File: src/rtl/usr_input_debounce.sv
// usr_input_debounce: synchronises and debounces raw key/switch lines, producing
// clean levels, single-cycle edge pulses and hold-to-repeat pulses for keys.
//
// Repeat FSM states (one FSM per key):
//   state    | meaning
//   ST_IDLE  | key released, repeat counter held at zero
//   ST_HOLD  | key pressed, timing the delay to the first repeat
//   ST_RPT   | key still held, issuing periodic repeats
module usr_input_debounce #(
  parameter int N_KEY         = 3,
  parameter int N_SW          = 3,
  parameter int DB_CYCLES     = 1_000_000,
  parameter int HOLD_CYCLES   = 50_000_000,
  parameter int REPEAT_CYCLES = 10_000_000
) (
  input  logic             fpga_clk_50,
  input  logic             fpga_rst_n,
  input  logic [N_KEY-1:0] usr_key_i,
  input  logic [N_SW-1:0]  usr_sw_i,
  output logic [N_KEY-1:0] key_level_o,
  output logic [N_KEY-1:0] key_press_o,
  output logic [N_KEY-1:0] key_release_o,
  output logic [N_KEY-1:0] key_repeat_o,
  output logic [N_SW-1:0]  sw_level_o,
  output logic [N_SW-1:0]  sw_change_o
);

  localparam int DB_W   = $clog2(DB_CYCLES);
  localparam int RP_MAX = (HOLD_CYCLES > REPEAT_CYCLES) ? HOLD_CYCLES : REPEAT_CYCLES;
  localparam int RP_W   = $clog2(RP_MAX);

  localparam logic [DB_W-1:0] DB_LAST     = DB_W'(DB_CYCLES - 1);
  localparam logic [RP_W-1:0] HOLD_LAST   = RP_W'(HOLD_CYCLES - 1);
  localparam logic [RP_W-1:0] REPEAT_LAST = RP_W'(REPEAT_CYCLES - 1);

  localparam logic [1:0] ST_IDLE = 2'd0;
  localparam logic [1:0] ST_HOLD = 2'd1;
  localparam logic [1:0] ST_RPT  = 2'd2;

  logic [N_KEY-1:0] key_s1, key_s2;
  logic [N_SW-1:0]  sw_s1, sw_s2;

  // Synchronisers idle at "released" for keys so reset never looks like a press.
  always_ff @(posedge fpga_clk_50) begin
    if (!fpga_rst_n) begin
      key_s1 <= '1;
      key_s2 <= '1;
      sw_s1  <= '0;
      sw_s2  <= '0;
    end else begin
      key_s1 <= usr_key_i;
      key_s2 <= key_s1;
      sw_s1  <= usr_sw_i;
      sw_s2  <= sw_s1;
    end
  end

  for (genvar i = 0; i < N_KEY; i++) begin : g_key
    logic            cmp, done, rise, fall;
    logic            lvl, press_q, rel_q, rpt_q;
    logic [DB_W-1:0] db_cnt;
    logic [1:0]      state;
    logic [RP_W-1:0] rp_cnt;

    assign cmp  = ~key_s2[i];
    assign done = (cmp != lvl) && (db_cnt == DB_LAST);
    assign rise = done & cmp;
    assign fall = done & ~cmp;

    always_ff @(posedge fpga_clk_50) begin
      if (!fpga_rst_n) begin
        lvl     <= 1'b0;
        db_cnt  <= '0;
        press_q <= 1'b0;
        rel_q   <= 1'b0;
      end else begin
        press_q <= rise;
        rel_q   <= fall;
        if (cmp == lvl) begin
          db_cnt <= '0;
        end else if (done) begin
          lvl    <= cmp;
          db_cnt <= '0;
        end else begin
          db_cnt <= db_cnt + DB_W'(1);
        end
      end
    end

    // A release on the same edge as a due repeat wins and suppresses it.
    always_ff @(posedge fpga_clk_50) begin
      if (!fpga_rst_n) begin
        state  <= ST_IDLE;
        rp_cnt <= '0;
        rpt_q  <= 1'b0;
      end else begin
        rpt_q <= 1'b0;
        case (state)
          ST_IDLE: begin
            rp_cnt <= '0;
            if (rise) state <= ST_HOLD;
          end
          ST_HOLD: begin
            if (fall) begin
              state  <= ST_IDLE;
              rp_cnt <= '0;
            end else if (rp_cnt == HOLD_LAST) begin
              rpt_q  <= 1'b1;
              rp_cnt <= '0;
              state  <= ST_RPT;
            end else begin
              rp_cnt <= rp_cnt + RP_W'(1);
            end
          end
          ST_RPT: begin
            if (fall) begin
              state  <= ST_IDLE;
              rp_cnt <= '0;
            end else if (rp_cnt == REPEAT_LAST) begin
              rpt_q  <= 1'b1;
              rp_cnt <= '0;
            end else begin
              rp_cnt <= rp_cnt + RP_W'(1);
            end
          end
          default: begin
            state  <= ST_IDLE;
            rp_cnt <= '0;
          end
        endcase
      end
    end

    assign key_level_o[i]   = lvl;
    assign key_press_o[i]   = press_q;
    assign key_release_o[i] = rel_q;
    assign key_repeat_o[i]  = rpt_q;
  end

  for (genvar i = 0; i < N_SW; i++) begin : g_sw
    logic            cmp, done;
    logic            lvl, chg_q;
    logic [DB_W-1:0] db_cnt;

    assign cmp  = sw_s2[i];
    assign done = (cmp != lvl) && (db_cnt == DB_LAST);

    always_ff @(posedge fpga_clk_50) begin
      if (!fpga_rst_n) begin
        lvl    <= 1'b0;
        db_cnt <= '0;
        chg_q  <= 1'b0;
      end else begin
        chg_q <= done;
        if (cmp == lvl) begin
          db_cnt <= '0;
        end else if (done) begin
          lvl    <= cmp;
          db_cnt <= '0;
        end else begin
          db_cnt <= db_cnt + DB_W'(1);
        end
      end
    end

    assign sw_level_o[i]  = lvl;
    assign sw_change_o[i] = chg_q;
  end

endmodule

File: config.mk
export PLATFORM = sky130hd
export DESIGN_NAME = usr_input_debounce
export DESIGN_NICKNAME = d
export VERILOG_FILES = /design/src/rtl/usr_input_debounce.sv
export SDC_FILE = /design/constraint.sdc
export NUM_CORES = 1
export LEC_CHECK = 0
export ABC_AREA = 1
export ABC_CLOCK_PERIOD_IN_PS = 2200
export BUFFER_PORTS_ARGS = -buffer_cell sky130_fd_sc_hd__clkbuf_2
export CELL_PAD_IN_SITES_DETAIL_PLACEMENT = 0
export CELL_PAD_IN_SITES_GLOBAL_PLACEMENT = 1
export CORE_UTILIZATION = 47
export DETAILED_ROUTE_END_ITERATION = 8
export PLACE_DENSITY = 0.87
export SYNTH_ARGS = -nofsm -noshare
export SYNTH_HDL_FRONTEND = slang
export SYNTH_SLANG_ARGS = --single-unit
File: constraint.sdc
create_clock -name fpga_clk_50 -period 2.2 [get_ports fpga_clk_50]
set_clock_uncertainty 0.05 [all_clocks]
set_input_delay 0.11 -clock fpga_clk_50 [delete_from_list [all_inputs] [get_ports fpga_clk_50]]
set_output_delay 0.11 -clock fpga_clk_50 [all_outputs]
set_load 0.05 [all_outputs]
* Word-level counts from Yosys, hierarchy flattened
Cells that the tools add are included.
** Operators by class
- Multiplexer cells :: 45
- Bitwise operators :: 16
- Reduce and logical (&&, ||, !) cells :: 24
- Add/sub/neg operators :: 9
- Equality and inequality tests :: 39
** Operators with widths (number)
- two-way mux 26 bit :: 12
- one-hot mux 26 bit (2 select lines) :: 3
- adder 20 x 1 -> 20 bit (second input constant) :: 6
- == test 20 bit (second input constant) :: 6
- adder 26 x 1 -> 26 bit (second input constant) :: 3
- == test 26 x 24 -> 1 bit (second input constant) :: 3
- == test 26 bit (second input constant) :: 3
- two-way mux 2 bit :: 12
- one-hot mux 2 bit (3 select lines) :: 3
- OR reduction 3 bit :: 6
- two-way mux 1 bit :: 12
- inequality test 2 bit (second input constant) :: 6
- AND reduction 2 bit :: 6
- NOT 1 bit :: 10
- inequality test 3 bit (second input constant) :: 3
- AND reduction 3 bit :: 3
- AND 1 bit :: 6
- == test 1 bit :: 6
- == test 2 x 1 -> 1 bit (second input constant) :: 3
- == test 2 bit (second input constant) :: 3
- logical AND 1 bit :: 6
- logical NOT 2 bit :: 3
- inequality test 1 bit :: 6
- one-hot mux 1 bit (2 select lines) :: 3
** Word-level totals
- Logic and storage cells :: 167
- Input port bits :: 8
- Bits in registers :: 234

* Logic depth before layout (Yosys ltp)
Gate-level depths: netlist of the first run.
- Depth in word-level cells :: 6
- Gate-level depth with buffers :: 12
- Gate-level depth less buffers :: 12

* Worst setup path before layout of the first run
OpenSTA, ideal clock, no wires.
- Kind :: flip-flop to flip-flop
- From :: register g_key[0].db_cnt[0]
- To :: register g_key[0].rp_cnt[17]
- Setup slack :: 0.557 ns
- Library setup time :: 0.119 ns
- Arrival :: 1.474 ns
- Cell stages (with the launch flop) :: 12
- Buffers on the path :: 1
- Period minus slack after synthesis :: 1.643 ns
- Path through :: dfxtp_1 > ha_1 > nand2_1 > inv_1 > nand2_1 > nor2_2 > nand4_2 > nand3_1 > nand2_4 > nand2_4 > buf_8 > nor3_1
** Between the ends
- Longest elaborated chain between the ends :: 5
- Elaborated cells on any way between the ends :: 6
- Classes of those cells :: eq/ne (1); mux (3); bitwise (1); reduce/logical (1)
** Ends and longest elaborated chain
- start: declaration :: line 61 : logic [DB_W-1:0] db_cnt;
- start signal: assignment :: line 85 : db_cnt <= db_cnt + DB_W'(1);
- == test 20 bit (*) :: line 66 : assign done = (cmp != lvl) && (db_cnt == DB_LAST);
- logical AND 1 bit (*) :: line 66
- AND 1 bit (*) :: line 68 : assign fall = done & ~cmp;
- two-way mux 26 bit (on tied branches) :: line 116, 104
- one-hot mux 26 bit (2 select lines) (*) :: line 98 : case (state)
- end signal: assignment :: line 112 : rp_cnt <= rp_cnt + RP_W'(1);
- end signal: assignment :: line 123 : rp_cnt <= rp_cnt + RP_W'(1);
- end: declaration :: line 63 : logic [RP_W-1:0] rp_cnt;
Every way passes the cells marked *; elsewhere a longest branch is shown, timed or not.
A chain may end at the register's enable or synchronous reset.

* Final worst setup path of the first run
- From :: register g_key[2].db_cnt[0]
- To :: register g_key[2].rp_cnt[13]
** Between the ends
- Longest elaborated chain between the ends :: 5
- Elaborated cells on any way between the ends :: 6
- Classes of those cells :: eq/ne (1); mux (3); bitwise (1); reduce/logical (1)
** Ends and longest elaborated chain (line)
- start: declaration :: 61
- start signal: assignment :: 85
- == test 20 bit (*) :: 66
- logical AND 1 bit (*) :: 66
- AND 1 bit (*) :: 68
- two-way mux 26 bit (on tied branches) :: 116, 104
- one-hot mux 26 bit (2 select lines) (*) :: 98
- end signal: assignment :: 112
- end signal: assignment :: 123
- end: declaration :: 63
Marks and branches as above.

==> results.cfg, run 1 <==
[logic_synthesis]
ys_warn_count = 0
netlist_area_um2 = 11400
synthFlopType = dfxtp_1
synth_edf_count = 0
postSynthCellCount = 1547
syn_area_per_cell_um2 = 7.36
ys_ff_latch = 234
ys_seq_area_share_pct = 41.2
async_flop_share_pct = 0
synth_cell_types = 48
synthesis.nets = 1573

[sta]
slew_violations = 0
setup_viol = 0
tightestPinTransition_ps = 538
grt_setup_unrepaired = false
max_slew_margin_pct = 64.1
min_period_ps = 1950
timing.setup.tns_ps = 0
period_share_pct = 88.5
max_freq_mhz = 514
hold_ws_ps = 275
hold_viol = 0

[place]
placement.cell_area_um2 = 11700
place.gp.congestion = 0.836
hpwl_mm = 16.2
io_buffers = 25

[power_and_ir_drop]
ir_drop_v = 0.000458
p_leak_nw = 4.65
p_total_mw = 8.91
power.density_nw_per_um2 = 701

[cts]
cts.path.max_buffers = 3
numCtsBuffers = 27
cts_setup_buffers = 0
clk_latency_ps = 530
htree_num_levels = 1
cts_root_buffer = clkbuf_16
ctsResizeCount = 0
clkTransAtPathRegs_ps = 60
cts_sinks = 234
ctsHoldBuffers = 7
cts_tree = done

[setup_path]
startpoint_type = flop
crit_type = flop to flop
worst-path-buf-inv = 1
r2r_slack_ps = 250
startpoint = g_key[2].db_cnt[0]
crit_slowest_cell = dfxtp_1
worstPathArrival_ps = 2300
crit_fanout = 25
cpMostUsedCell = nand2_1
cp-end-kind = flop
worstPathCellList = ha_1 > nand2_1 > inv_1 > nand2_1 > nor2_2 > nand4_2 > nand3_1 > nand2_2 > nand2_4 > nor2_1
slowest_delay_ps = 350
path_delay_family = simple AND/OR/NAND/NOR gates
worstPathRequired_ps = 2560
r2r_start = g_key[2].db_cnt[0]

[hold_path]
hp-start = usr_key_i[1]
hp-class = input pin to flop

[finish]
final_cell_mix = 292 x nor2_1, 263 x nand2_1, 234 x dfxtp_1
nets = 1608
utilization_pct = 53.8
antennaDiodeCount = 0
design_area_um2 = 12700
layout_commonest_cell = nor2_1
drive_above_1_share_pct = 10.1
synthToLayoutAreaGrowth_pct = 11.5

[routing]
drtPass1Iterations = 5
vias = 9376
drt_iter0_markers = 520
wire_per_inst_um = 11.6
ant_nets = 0
vias_per_cell = 4.89
drcViolationCount = 0
wirelength_mm = 22.3

[floorplanning]
core_area_um2 = 23600
die_h_um = 158
num_rows = 56
die_x_um = 158
start_util_pct = 48.2
design.die.area_um2 = 24800
io_pins = 26

[global_routing]
grt_start_max_net_pins = 26
antenna_found_initial = 0
grt_pass1_vias = 8680
track_usage_pct = 18.4
grt_pass1_wl_mm = 38.6
grt_overflow = 0

[run_status]
status = complete, no violations

[run]
max-cap-violations = 0
==> flip-flops by register name, summed over array words and instances, names as in the netlist <==
signal         flops
g_key.rpt_q        3
g_key.state        6
key_s2             3
g_sw.lvl           3
g_sw.chg_q         3
g_key.lvl          3
sw_s1              3
key_s1             3
g_key.press_q      3
g_key.rp_cnt      78
g_key.rel_q        3
g_sw.db_cnt       60
sw_s2              3
g_key.db_cnt      60
==> per-stage QoR <==
step / instances / setup WS (ps)
finish: 1919 / 253
global route: 1919 / 30.3
CTS: 1919 / 224
detailed placement: 1865 / 261
global placement: 1865 / 331
floorplan: 1547 / 557
==> logic make-up after synthesis <==
family / Yosys count / synth area share [%]
AO/OA/AOI/OAI: 89 / 4.35
buffers and inverters: 237 / 8.98
AND/OR/NAND/NOR: 878 / 36.5
XOR/XNOR: 91 / 7.00
flip-flops: 234 / 41.2
adder cells (fa/ha/maj): 18 / 1.98
==> worst paths after layout <==
kind,cells past startpoint,endpoint
min reg2reg,2,sw_s2[1]
max,10,g_key[2].rp_cnt[13]
max reg2reg,10,g_key[2].rp_cnt[13]
min,3,key_s1[1]
==> layout make-up <==
type	instances	area, um2
Fill cell	2317	10900
Timing Repair Buffer	43	290
Tap cell	319	399
Multi-Input combinational cell	1076	5680
Clock inverter	11	135
Clock buffer	36	759
Inverter	200	751
Sequential cell	234	4680
==> synthesized netlist by cell type, types with 6 or more instances <==
cell / n / area share [%]
nand2_2: 6 / 0.33
nor3_2: 11 / 0.97
buf_6: 6 / 0.59
a21oi_1: 39 / 1.7
nor3b_1: 15 / 0.99
xor2_1: 67 / 5.2
nor2_2: 19 / 1.0
nor2_4: 6 / 0.59
or2_2: 10 / 0.55
nand2_1: 263 / 8.7
nand3_1: 82 / 3.6
a31oi_1: 10 / 0.55
nand2_4: 6 / 0.59
xnor2_1: 24 / 1.8
buf_4: 18 / 1.2
nand4_1: 57 / 3.1
nor4_1: 10 / 0.55
dfxtp_1: 234 / 41
ha_1: 18 / 2.0
nor2_1: 292 / 9.6
inv_2: 6 / 0.20
nor3_1: 72 / 3.2
and3_1: 7 / 0.38
inv_1: 194 / 6.4
o21ai_0: 22 / 0.97
buf_2: 7 / 0.31
==> routing by layer <==
layer	routed length (um)	GRT usage [%]
met2	9960	31.3
met4	388	4.39
met3	771	2.57
met5	0	0
met1	11200	24.3
==> worst reg2reg max path: cells and delay by family, from the launching register on <==
kind          cells  cell delay, ps
fa+ha+maj         1             180
buf+inv           1              80
flops             1             350
simple gates      8            1180
==> where the power goes <==
part	leakage, nW	switching (mW)	internal (mW)
Sequential	1.89	0.0120	4.26
Combinational	2.32	0.114	0.0623
Clock	0.440	1.71	2.75
Total	4.65	1.83	7.07
Power figures use the tool's default switching activity.
==> inputs of run 2 (changes only) <==
--- a/config.mk
+++ b/config.mk
@@ -5,14 +5,14 @@
 export SDC_FILE = /design/constraint.sdc
 export NUM_CORES = 1
 export LEC_CHECK = 0
-export ABC_AREA = 1
 export ABC_CLOCK_PERIOD_IN_PS = 2200
 export BUFFER_PORTS_ARGS = -buffer_cell sky130_fd_sc_hd__clkbuf_2
 export CELL_PAD_IN_SITES_DETAIL_PLACEMENT = 0
 export CELL_PAD_IN_SITES_GLOBAL_PLACEMENT = 1
-export CORE_UTILIZATION = 47
+export CORE_UTILIZATION = 34
 export DETAILED_ROUTE_END_ITERATION = 8
-export PLACE_DENSITY = 0.87
+export PLACE_DENSITY = 0.66
+export SETUP_SLACK_MARGIN = 0.05
 export SYNTH_ARGS = -nofsm -noshare
 export SYNTH_HDL_FRONTEND = slang
 export SYNTH_SLANG_ARGS = --single-unit
==> run 2 against run 1 <==
Against the previous run:
- critical path depth fell by 4
- first-iteration DRC count down 39%
- sequential share of layout area increased by 0.80 points
==> results.cfg, run 2 <==
[run_status]
status = complete, no violations

[setup_path]
slowest_delay_ps = 550
cpMostUsedCell = or4_4
worstPathCellList = ha_4 > nand3_2 > or4_4 > or4_4 > o221ai_2 > a31oi_1
crit_slowest_cell = or4_4
worstPathRequired_ps = 2570
crit_fanout = 5
worstPathArrival_ps = 2470
cp-end-kind = flop
crit_type = flop to flop
startpoint_type = flop

[logic_synthesis]
synth.largest_area_cell = dfxtp_1
postSynthCellCount = 1190
async_flop_share_pct = 0
ys_warn_count = 0
ys_top_cells_by_area = dfxtp_1 45%, xor2_1 9.3%, nor2_1 8.5%
synth_cell_types = 57
synth_most_common_cell = nor2_1
synthesis.nets = 1216
synth_edf_count = 0
netlist_area_um2 = 10500
synth.top_cell.area_share_pct = 44.6
synth_commonest_cells = 239 x nor2_1, 234 x dfxtp_1, 112 x xor2_1
syn_area_per_cell_um2 = 8.83
ys_ff_latch = 234
synthFlopType = dfxtp_1
ys_seq_area_share_pct = 44.6

[sta]
tightestPinTransition_ps = 592
hold_viol = 0
setup_viol = 0
timing.setup.tns_ps = 0
max_freq_mhz = 476
grt_setup_unrepaired = true
max_slew_margin_pct = 60.2
min_period_ps = 2100
period_share_pct = 95.4
slew_violations = 0

[global_routing]
grt_overflow = 0
grt_pass1_vias = 7724
met2_usage_pct = 21.9
grt_start_max_net_pins = 27
antenna_found_initial = 0
grt_pass1_wl_mm = 36.7
top_usage_layer = met2
use_met1_pct = 18.8
track_usage_pct = 13.7
met3_usage_pct = 2.49

[cts]
cts.path.max_buffers = 3
cts_sinks = 234
numCtsBuffers = 28
cts_tree = done
cts_root_buffer = clkbuf_16
clkTransAtPathRegs_ps = 60
clk_latency_ps = 540
htree_num_levels = 1

[place]
place.gp.congestion = 0.740
hpwl_mm = 14.3
io_buffers = 25

[floorplanning]
io_pins = 26
die_x_um = 178
design.die.area_um2 = 31600
start_util_pct = 34.4
num_rows = 64
die_h_um = 178
core_area_um2 = 30500

[finish]
final_cell_mix = 239 x nor2_1, 230 x dfxtp_1, 112 x xor2_1
regMostFlops = g_key.rp_cnt
layout_commonest_cell = nor2_1
largest_reg_flops = 78
multi_input_area_um2 = 5450
nets = 1284
fill_cells = 3057
drive_above_1_share_pct = 12.1
largestRegisters = g_key.rp_cnt (78), g_key.db_cnt (60), g_sw.db_cnt (60)
synthToLayoutAreaGrowth_pct = 18.5
antennaDiodeCount = 0
regArea_um2 = 4690

[routing]
vias_per_cell = 4.80
drtPass1Iterations = 4
wirelength_mm = 21.1
wire_per_inst_um = 12.6
ant_nets = 0
drt_iter0_markers = 318
vias = 8040
drcViolationCount = 0

[power_and_ir_drop]
ir_drop_v = 0.000501
p_leak_nw = 4.15
p_total_mw = 9.09
power.density_nw_per_um2 = 730

[run]
max-cap-violations = 0

[hold_path]
hp-class = input pin to flop
==> run 2: through the flow <==
stage               std cells  hold slack [ps]  worst slack, ps  utilization, %  instance area (um2)
floorplan                1190              161             59.8               -                10500
global placement         1615              277             69.5            37.0                11300
detailed placement       1615              273             47.2            37.0                11300
CTS                      1674             53.3             50.3            40.4                12300
global route             1676             75.8             21.8            40.8                12500
finish                   1676             73.4              101            40.8                12500
==> run 2: layout make-up <==
class / count / area share, %
Inverter: 38 / 1.15
Sequential cell: 234 / 37.7
Tap cell: 396 / 3.98
Multi-Input combinational cell: 868 / 43.8
Timing Repair Buffer: 88 / 5.60
Clock buffer: 37 / 6.31
Clock inverter: 15 / 1.47
==> run 2: power by group <==
part           switching, mW  internal (mW)  leakage (nW)
registers            0.00876           4.25          1.89
logic                 0.0514         0.0376          1.78
clock network           1.77           2.97         0.485
total                   1.83           7.26          4.15
==> run 2: worst max-delay path, delay by kind of cell, from the launching register on <==
kind	cells	cell delay, ps
fa+ha+maj	1	140
compound gates	2	270
simple gates	3	1170
flops	1	360
==> run 2: logic make-up after synthesis <==
family,Yosys count,synth area share [%]
AND/OR/NAND/NOR,624,30.4
AO/OA/AOI/OAI,38,2.89
buffers and inverters,88,4.29
XOR/XNOR,184,15.3
flip-flops,234,44.6
adder cells (fa/ha/maj),18,2.14
multiplexers,4,0.381
==> run 2: routing by layer <==
metal,wire length [um],part of all wire (%)
met1,10700,51
met3,688,3.3
met5,0,0
met4,471,2.2
met2,9200,44
==> run 2: what timing repair did <==
item	4_1_cts	5_1_grt
buffers inserted	1	0
hold buffers	6	0
endpoints found under the setup margin	9	63
pin swaps	3	6
resized for setup	3	17
gates cloned	0	2
hold endpoints to repair	6	0
==> run 2: path summary, 6_finish.rpt <==
kind,startpoint,end,slack (ps),cells past startpoint
min,fpga_rst_n,g_key[2].rpt_q,70,3
max reg2reg,g_key[2].db_cnt[0],g_key[2].state[1],100,6
min reg2reg,key_s1[2],key_s2[2],350,1
max,g_key[2].db_cnt[0],g_key[2].state[1],100,6
==> inputs of run 3 (changes only) <==
--- a/config.mk
+++ b/config.mk
@@ -9,6 +9,7 @@
 export BUFFER_PORTS_ARGS = -buffer_cell sky130_fd_sc_hd__clkbuf_2
 export CELL_PAD_IN_SITES_DETAIL_PLACEMENT = 0
 export CELL_PAD_IN_SITES_GLOBAL_PLACEMENT = 1
+export CORE_MARGIN = 3
 export CORE_UTILIZATION = 34
 export DETAILED_ROUTE_END_ITERATION = 8
 export PLACE_DENSITY = 0.66
==> run 3 against run 2 <==
Against the previous run:
- worst hold slack better by 190 ps
- power is 2.2% lower
- clock power fell by 4.2%
- sequential cell count unchanged
- critical path depth stayed put
- fmax is 1.2% higher
- clock-buffer cell count is 6 higher
- design area is 0.50% higher
- sequential power barely moved
- sequential share of layout area shrank 0.25 points
- critical path type unchanged
==> results.cfg, run 3 (synthesis results as in run 2) <==
[cts]
clkTransAtPathRegs_ps = 60
htree_num_levels = 1
clk_latency_ps = 530
cts.path.max_buffers = 3
cts_sinks = 234
numCtsBuffers = 28
cts_root_buffer = clkbuf_16
cts_tree = done

[routing]
drt_iter0_markers = 286
wirelength_mm = 21.1
wire_per_inst_um = 12.6
ant_nets = 0
vias = 8042
drtPass1Iterations = 4
drcViolationCount = 0
vias_per_cell = 4.79

[power_and_ir_drop]
ir_drop_v = 0.000652
power.density_nw_per_um2 = 711
p_leak_nw = 4.23

[sta]
min_period_ps = 2070
setup_viol = 0
hold_viol = 0
max_slew_margin_pct = 66.6
tightestPinTransition_ps = 494
hold_ws_ps = 259
max_freq_mhz = 482
grt_setup_unrepaired = true
slew_violations = 0
period_share_pct = 94.3

[setup_path]
worst-path-buf-inv = 1
worstPathRequired_ps = 2570
worstPathCellList = ha_4 > nand3_2 > or4_4 > or4_4 > buf_4 > nor3b_1
crit_fanout = 4
cp-end-kind = flop
worstPathArrival_ps = 2440
cpMostUsedCell = or4_4
crit_slowest_cell = or4_4
slowest_delay_ps = 540
crit_type = flop to flop
startpoint_type = flop
path_delay_family = simple AND/OR/NAND/NOR gates

[finish]
synthToLayoutAreaGrowth_pct = 19.1
layout_commonest_cell = nor2_1
regMostFlops = g_key.rp_cnt
largest_reg_flops = 78
nets = 1296
drive_above_1_share_pct = 12.3
final_cell_mix = 239 x nor2_1, 232 x dfxtp_1, 112 x xor2_1
antennaDiodeCount = 0
final_cell_count_no_fill = 1678
largestRegisters = g_key.rp_cnt (78), g_key.db_cnt (60), g_sw.db_cnt (60)

[place]
dp.cells = 1613
place.gp.congestion = 0.745
hpwl_mm = 14.4
io_buffers = 25

[floorplanning]
start_util_pct = 35.0
io_pins = 26
design.die.area_um2 = 33100
die_h_um = 182
die_x_um = 182
core_area_um2 = 30000
num_rows = 63

[global_routing]
grt_pass1_vias = 7785
track_usage_pct = 12.6
grt_pass1_wl_mm = 36.7
antenna_found_initial = 0
grt_start_max_net_pins = 27
grt_overflow = 0

[run_status]
status = complete, no violations

[hold_path]
hp-class = input pin to flop

[run]
max-cap-violations = 0
## run 3: cell types whose count changed in the layout (fill, tap and decap cells not counted), sizes merged
cell,before,now
clkbuf,63,70
dlygate4sd3,6,8
clkinv,11,4
buf,56,65
bufinv,4,1
## run 3: layer usage
layer	up-vias	wire (um)	part of all wire, %	track usage, %
met4	0	449	2.1	3.11
met2	77	9340	44	20.4
met3	40	681	3.2	2.22
met5	-	0	0	0
met1	3678	10600	50	17.4
li1	4247	-	-	-
## run 3: metrics by stage
step	TNS (ps)	instance area [um2]	utilization [%]	setup slack, ps	power, mW
after detailed placement	-111	11300	37.7	-8.21	4.44
after global routing	0	12500	41.7	21.5	9.28
final	0	12500	41.7	126	8.89
after CTS	0	12400	41.3	58.7	9.09
after global placement	0	11300	37.7	59.2	4.44
after floorplan	0	10500	-	59.8	4.39
## run 3: layout make-up
type                       instances  area [um2]
clock buffer                      43         878
clock inverter                     5        50.0
fill                            3005       17500
inverter                          38         143
multi-input combinational        868        5430
sequential                       234        4690
tap                              390         488
timing repair buffer             100         838
## run 3: repair_timing
action / in CTS / in global routing
buffers inserted: 5 / 1
endpoints found under the setup margin: 27 / 57
hold buffers: 8 / 0
gates resized for setup: 5 / 10
pin swaps: 4 / 5
gates cloned: 0 / 3
hold endpoints to repair: 8 / 0
## run 3: worst paths after layout
kind	from	to	slack (ps)	cells after the start
setup / recovery	g_key[2].db_cnt[1]	g_key[2].rpt_q	130	6
hold / removal	usr_key_i[0]	key_s1[0]	260	3
setup reg to reg	g_key[2].db_cnt[1]	g_key[2].rpt_q	130	6
hold reg to reg	key_s1[1]	key_s2[1]	360	1
## run 3: where the power goes
part	internal [mW]	switching (mW)
Combinational	0.0401	0.0521
Sequential	4.25	0.00815
Clock	2.83	1.71
## run 3: worst register-to-register path, cell delays in order (launching register included)
cell and delay (ps):
dfxtp_2 350, ha_4 140, nand3_2 80, or4_4 510, or4_4 540, buf_4 160
nor3b_1 130
